`config.mk`:
```
export PLATFORM = sky130hd
export DESIGN_NAME = hls_exec_activity_monitor
export DESIGN_NICKNAME = d
export VERILOG_FILES = /design/src/rtl/hls_exec_activity_monitor.sv
export SDC_FILE = /design/constraint.sdc
export NUM_CORES = 1
export LEC_CHECK = 0
export BUFFER_PORTS_ARGS = -buffer_cell sky130_fd_sc_hd__buf_2
export CORE_MARGIN = 3
export CORE_UTILIZATION = 30
export DETAILED_ROUTE_END_ITERATION = 8
export HOLD_SLACK_MARGIN = 0.1
export PLACE_DENSITY = 0.58
export REMOVE_ABC_BUFFERS = 1
export SYNTH_ARGS = -nofsm -noshare
export SYNTH_HDL_FRONTEND = slang
export SYNTH_SLANG_ARGS = --single-unit
```
`constraint.sdc`:
```
create_clock -name clock -period 10.15 [get_ports clock]
set_clock_uncertainty 0.05 [all_clocks]
set_input_delay 1.5225 -clock clock [delete_from_list [all_inputs] [get_ports clock]]
set_output_delay 1.5225 -clock clock [all_outputs]
set_load 0.05 [all_outputs]
```
`src/rtl/hls_exec_activity_monitor.sv`:
```
// Passive activity monitor for an HLS-generated accelerator.
// Observes one module handshake (ap_*) and one pipelined loop (FSM state
// compares plus loop_* handshake). Produces registered event flags with a
// cycle stamp and saturating counters. Everything freezes once finish is seen.
module hls_exec_activity_monitor #(
  parameter int STATE_W = 1,
  parameter int CNT_W   = 32
) (
  input  logic               clock,
  input  logic               reset,
  input  logic               finish,
  input  logic               ap_start,
  input  logic               ap_ready,
  input  logic               ap_done,
  input  logic               ap_continue,
  input  logic [STATE_W-1:0] cur_state,
  input  logic [STATE_W-1:0] iter_start_state,
  input  logic [STATE_W-1:0] iter_end_state,
  input  logic [STATE_W-1:0] quit_state,
  input  logic               iter_start_block,
  input  logic               iter_end_block,
  input  logic               quit_block,
  input  logic               iter_start_enable,
  input  logic               iter_end_enable,
  input  logic               quit_enable,
  input  logic               loop_start,
  input  logic               loop_ready,
  input  logic               loop_done,
  input  logic               loop_continue,
  input  logic               quit_at_end,
  output logic               frozen,
  output logic               mod_busy,
  output logic               loop_active,
  output logic [5:0]         ev_vec,
  output logic [CNT_W-1:0]   ev_time,
  output logic [CNT_W-1:0]   cycle_cnt,
  output logic [CNT_W-1:0]   mod_starts,
  output logic [CNT_W-1:0]   mod_dones,
  output logic [CNT_W-1:0]   mod_busy_cycles,
  output logic [CNT_W-1:0]   loop_invocs,
  output logic [CNT_W-1:0]   iters_started,
  output logic [CNT_W-1:0]   iters_ended,
  output logic [CNT_W-1:0]   stall_cycles,
  output logic [CNT_W-1:0]   loop_quits
);

  typedef enum logic [1:0] {
    S_IDLE = 2'd0,
    S_BUSY = 2'd1,
    S_HOLD = 2'd2
  } mod_state_e;

  // Saturating increment: counters stick at all-ones instead of wrapping.
  function automatic logic [CNT_W-1:0] sat_inc(input logic [CNT_W-1:0] v,
                                               input logic en);
    return (en && (v != '1)) ? v + CNT_W'(1) : v;
  endfunction

  mod_state_e       mod_state_q, mod_state_d;
  logic             frozen_q;
  logic             loop_active_q, loop_active_d;
  logic [5:0]       ev_vec_q, ev_d;
  logic [CNT_W-1:0] ev_time_q;
  logic [CNT_W-1:0] cycle_cnt_q, mod_starts_q, mod_dones_q, mod_busy_cycles_q;
  logic [CNT_W-1:0] loop_invocs_q, iters_started_q, iters_ended_q;
  logic [CNT_W-1:0] stall_cycles_q, loop_quits_q;

  logic mod_start_ev, mod_done_ev;
  logic istart_c, iend_c, quit_raw, stall_ev;
  logic quit_ev, loop_start_ev, istart_ev, iend_ev, in_loop;

  // loop_ready is part of the observed handshake but carries no event.
  logic unused_inputs;
  assign unused_inputs = &{1'b0, loop_ready};

  // Module handshake FSM: next state plus start/done strobes.
  // NOTE: every signal written here gets a default first, so no path can
  // leave it unassigned and infer a latch.
  always_comb begin
    mod_state_d  = mod_state_q;
    mod_start_ev = 1'b0;
    mod_done_ev  = 1'b0;
    case (mod_state_q)
      S_IDLE: begin
        if (ap_start) begin
          mod_state_d  = S_BUSY;
          mod_start_ev = 1'b1;
        end
      end
      S_BUSY: begin
        if (ap_done && ap_continue) begin
          mod_done_ev = 1'b1;
          if (ap_start) mod_start_ev = 1'b1;   // back-to-back: stay busy
          else          mod_state_d  = S_IDLE;
        end else if (ap_done) begin
          mod_state_d = S_HOLD;
        end
      end
      S_HOLD: begin
        if (ap_continue) begin
          mod_done_ev = 1'b1;
          mod_state_d = S_IDLE;
        end
      end
      default: mod_state_d = S_IDLE;
    endcase
  end

  // Loop conditions, loop-active flag and the event vector to register.
  always_comb begin
    istart_c = (cur_state == iter_start_state) && !iter_start_block && iter_start_enable;
    iend_c   = (cur_state == iter_end_state) && !iter_end_block && iter_end_enable;
    quit_raw = quit_at_end ? (loop_done && loop_continue)
                           : ((cur_state == quit_state) && !quit_block && quit_enable);
    stall_ev = loop_active_q && (cur_state == iter_start_state) && iter_start_block;

    // A quit only means something for a running loop; a start while active
    // is a new invocation only when the current one quits in the same cycle.
    quit_ev       = loop_active_q && quit_raw;
    loop_start_ev = loop_start && (!loop_active_q || quit_ev);
    loop_active_d = loop_active_q;
    if (loop_start_ev) loop_active_d = 1'b1;
    else if (quit_ev)  loop_active_d = 1'b0;

    in_loop   = loop_active_q || loop_start;
    istart_ev = in_loop && istart_c;
    iend_ev   = in_loop && iend_c;

    ev_d = {iend_ev, quit_ev, loop_start_ev, mod_done_ev, ap_ready, mod_start_ev};
  end

  // Monitor state: frozen flag, FSM, loop flag, events and counters.
  // NOTE: asynchronous reset clears everything at once, even mid-run; all
  // state here is plain flops so every register can be reset.
  always_ff @(posedge clock or posedge reset) begin
    if (reset) begin
      frozen_q          <= 1'b0;
      mod_state_q       <= S_IDLE;
      loop_active_q     <= 1'b0;
      ev_vec_q          <= '0;
      ev_time_q         <= '0;
      cycle_cnt_q       <= '0;
      mod_starts_q      <= '0;
      mod_dones_q       <= '0;
      mod_busy_cycles_q <= '0;
      loop_invocs_q     <= '0;
      iters_started_q   <= '0;
      iters_ended_q     <= '0;
      stall_cycles_q    <= '0;
      loop_quits_q      <= '0;
    end else begin
      // NOTE: non-blocking assignments so every register samples the
      // pre-edge values, independent of statement order.
      frozen_q <= frozen_q || finish;
      if (frozen_q) begin
        ev_vec_q <= '0;
      end else begin
        mod_state_q       <= mod_state_d;
        loop_active_q     <= loop_active_d;
        ev_vec_q          <= ev_d;
        if (|ev_d) ev_time_q <= cycle_cnt_q;
        cycle_cnt_q       <= sat_inc(cycle_cnt_q, 1'b1);
        mod_starts_q      <= sat_inc(mod_starts_q, mod_start_ev);
        mod_dones_q       <= sat_inc(mod_dones_q, mod_done_ev);
        mod_busy_cycles_q <= sat_inc(mod_busy_cycles_q, mod_state_q != S_IDLE);
        loop_invocs_q     <= sat_inc(loop_invocs_q, loop_start_ev);
        iters_started_q   <= sat_inc(iters_started_q, istart_ev);
        iters_ended_q     <= sat_inc(iters_ended_q, iend_ev);
        stall_cycles_q    <= sat_inc(stall_cycles_q, stall_ev);
        loop_quits_q      <= sat_inc(loop_quits_q, quit_ev);
      end
    end
  end

  assign frozen          = frozen_q;
  assign mod_busy        = (mod_state_q != S_IDLE);
  assign loop_active     = loop_active_q;
  assign ev_vec          = frozen_q ? 6'b0 : ev_vec_q;
  assign ev_time         = ev_time_q;
  assign cycle_cnt       = cycle_cnt_q;
  assign mod_starts      = mod_starts_q;
  assign mod_dones       = mod_dones_q;
  assign mod_busy_cycles = mod_busy_cycles_q;
  assign loop_invocs     = loop_invocs_q;
  assign iters_started   = iters_started_q;
  assign iters_ended     = iters_ended_q;
  assign stall_cycles    = stall_cycles_q;
  assign loop_quits      = loop_quits_q;

endmodule

```
==> run metrics <==
DRC=0; I/O pin total=351; status=finished clean; number of gates resized after cts=0; die area=54850 µm²; register area share after synthesis=52.85%; Num CTS Buffers=42; GP Congestion=0.8486; final setup TNS=0 ns; fin nets=1837; Post-synth ARST share=100.0%; CTS tree=built; worst min path class=register to register; Slew @ Worst Pin=0.9781 ns; Worst path max stage delay=0.47 ns; Root Driver=clkbuf_16; CTS clk-pin slew, worst paths=0.06 ns; Setup crit end kind=register; Pre-antenna DRT Iters=5; Via density=4.934; layout cells sized above 1=27.71%; Final ANT Viol Nets=0; Seq cells post-synth=330; vias in the first global route=12014; relative slew slack=34.69%; Ys Warns=0; f_max=285.8 MHz; num rows=83; initial DRC count=637; crit path kind=primary input to register; maxcap violations=0; Worst VDD drop=95.92 µV; gr ovfl total=0; post-CTS setup buffer count=0; Routed Wire Length=43.59 mm; Min Clock Period, post-route=3.499 ns; Starting Density=30.39%; PortBufs=349; commonest non-fill, non-tap cell in the layout=buf_2; CP cell instances=buf_2 > xor2_1 > o211ai_2 > nand2_1 > inv_1 > nor3_4 > buf_4 > mux2_2; clk sinks=330; syn_area_per_cell=10.96 µm²; Post-synth EDFFs=0; crit path launch type=primary input; final slew viol count=0; Die Height=234.2 µm; Via Count=12424; antenna violations before repair=1; Chip Width=234.2 µm; core box area=51410 µm²; WHS=0.4283 ns; Post-DP HPWL=31.59 mm; count of cell types in the netlist=67; commonest cells after routing, fill and taps aside=349 x buf_2, 329 x dfrtp_1, 142 x xnor2_1; Mapped Cells=1425; WP data arrival=3.89 ns; Top FF cell, synth=dfrtp_1; CP required=10.54 ns; clk_lat worst skew=0.56 ns; Final period util=34.47%; endpoints failing setup=0; worst-path fanout max=32; first-pass GRT wire length=68.43 mm; largest net degree at the start of global routing=124; RSZ-0062 raised after global routing=no; synthesized area=15620 µm²; All-Layer GR Usage=15.48%; P_leak=9.840 nW; Routed WL per cell=17.31 µm; htree depth=2; CP max-delay cell=nand2_1; Pwr per Cell Area=152.9 nW/µm²; clock tree buffer depth=3; Post-CTS Hold Buffers=0; final hold vios=0; Layout area overhead=25.64%
kinds of logic after synthesis:
logic type	Yosys count	synth area share, %
AO/OA/AOI/OAI	60	2.931
XOR/XNOR	267	14.97
adder cells (fa/ha/maj)	12	0.9610
buffers and inverters	55	1.458
flip-flops	330	52.85
multiplexers	47	3.379
AND/OR/NAND/NOR	654	23.45
report_power, final:
part / leakage (nW) / total (mW) / switching [mW] / internal (mW)
Combinational: 4.63 / 0.121 / 0.0956 / 0.0254
Sequential: 4.50 / 1.35 / 0.0167 / 1.33
Clock: 0.705 / 1.54 / 0.591 / 0.944
Total: 9.84 / 3.00 / 0.704 / 2.30
area by class of cell:
cell class	instances	area [µm²]
well taps	680	850.8
clock inverters	16	166.4
diodes	1	2.502
fillers	5099	31780
multi-input cells	1040	7158
repair buffers	354	1784
flip-flops and latches	330	8259
inverters	35	138.9
clock buffers	62	1270
worst max-delay path: cells and delay by family:
family | cells | cell delay [ns]
AND/OR/NAND/NOR | 2 | 0.66
multiplexers | 1 | 0.39
XOR/XNOR | 1 | 0.25
AO/OA/AOI/OAI | 1 | 0.16
buffers and inverters | 3 | 0.86
synthesized netlist by cell type (all sizes together), types with 2 or more instances:
cell | instances | area share [%]
dfrtp | 330 | 53
xnor2 | 142 | 8.0
xor2 | 125 | 7.0
nand3 | 115 | 3.7
nand2 | 110 | 2.6
nand4 | 91 | 3.7
nor2 | 83 | 2.0
nor3 | 64 | 2.2
mux2 | 46 | 3.3
and3 | 45 | 1.8
nor4 | 43 | 2.3
inv | 35 | 0.84
and4 | 27 | 1.5
o21ai | 14 | 0.45
ha | 12 | 0.96
and2 | 11 | 0.44
buf | 11 | 0.40
nor2b | 11 | 0.44
a21oi | 10 | 0.32
clkbuf | 9 | 0.22
or2 | 9 | 0.38
or3 | 9 | 0.36
or4 | 9 | 0.46
a31oi | 7 | 0.28
nor3b | 7 | 0.37
o2111ai | 6 | 0.38
nand2b | 5 | 0.20
nor4b | 5 | 0.36
o211ai | 5 | 0.30
nand3b | 3 | 0.14
o21a | 3 | 0.15
o311ai | 3 | 0.22
and4b | 2 | 0.13
nand4b | 2 | 0.11
o31a | 2 | 0.11
o31ai | 2 | 0.22
or3b | 2 | 0.11
sequential cells by signal, indices dropped and copies added, names as in the netlist:
name and cells:
mod_busy_cycles 32, ev_time 32, mod_dones 32, iters_ended 32, cycle_cnt 32, loop_active 1, mod_starts 32, loop_invocs 32
mod_state_q 2, stall_cycles 32, ev_vec_q 6, frozen 1, loop_quits 32, iters_started 32
worst paths after layout:
path | startpoint | endpoint | slack, ns | cells past startpoint
setup reg to reg | frozen | ev_time[1] | 7.16 | 6
min in group asynchronous | reset | ev_time[4] | 1.11 | 2
hold reg to reg | loop_invocs[21] | loop_invocs[21] | 0.43 | 1
hold / removal | loop_invocs[21] | loop_invocs[21] | 0.43 | 1
max in group asynchronous | reset | mod_dones[27] | 7.40 | 3
setup / recovery | cur_state | ev_time[1] | 6.65 | 8
metal layers:
metal | up-vias | track usage (%) | part of all wire [%]
li1 | 5861 | - | -
met1 | 6193 | 20.74 | 45
met2 | 305 | 24.56 | 47
met3 | 65 | 4.009 | 6.1
met4 | 0 | 4.839 | 2.5
met5 | - | 0 | 0
through the flow:
stage | cell area, µm² | utilization [%] | instances | power, mW | setup slack, ns
after detailed placement | 18190 | 35.39 | 2439 | 1.494 | 6.008
after floorplan | 15530 | - | 1405 | 1.450 | -0.5623
after global placement | 18190 | 35.39 | 2439 | 1.491 | 6.078
final | 19630 | 38.19 | 2518 | 3.001 | 6.651
after global routing | 19630 | 38.19 | 2518 | 3.122 | 6.465
after CTS | 19630 | 38.18 | 2517 | 3.063 | 6.635
(Power assumes the default switching activity.)
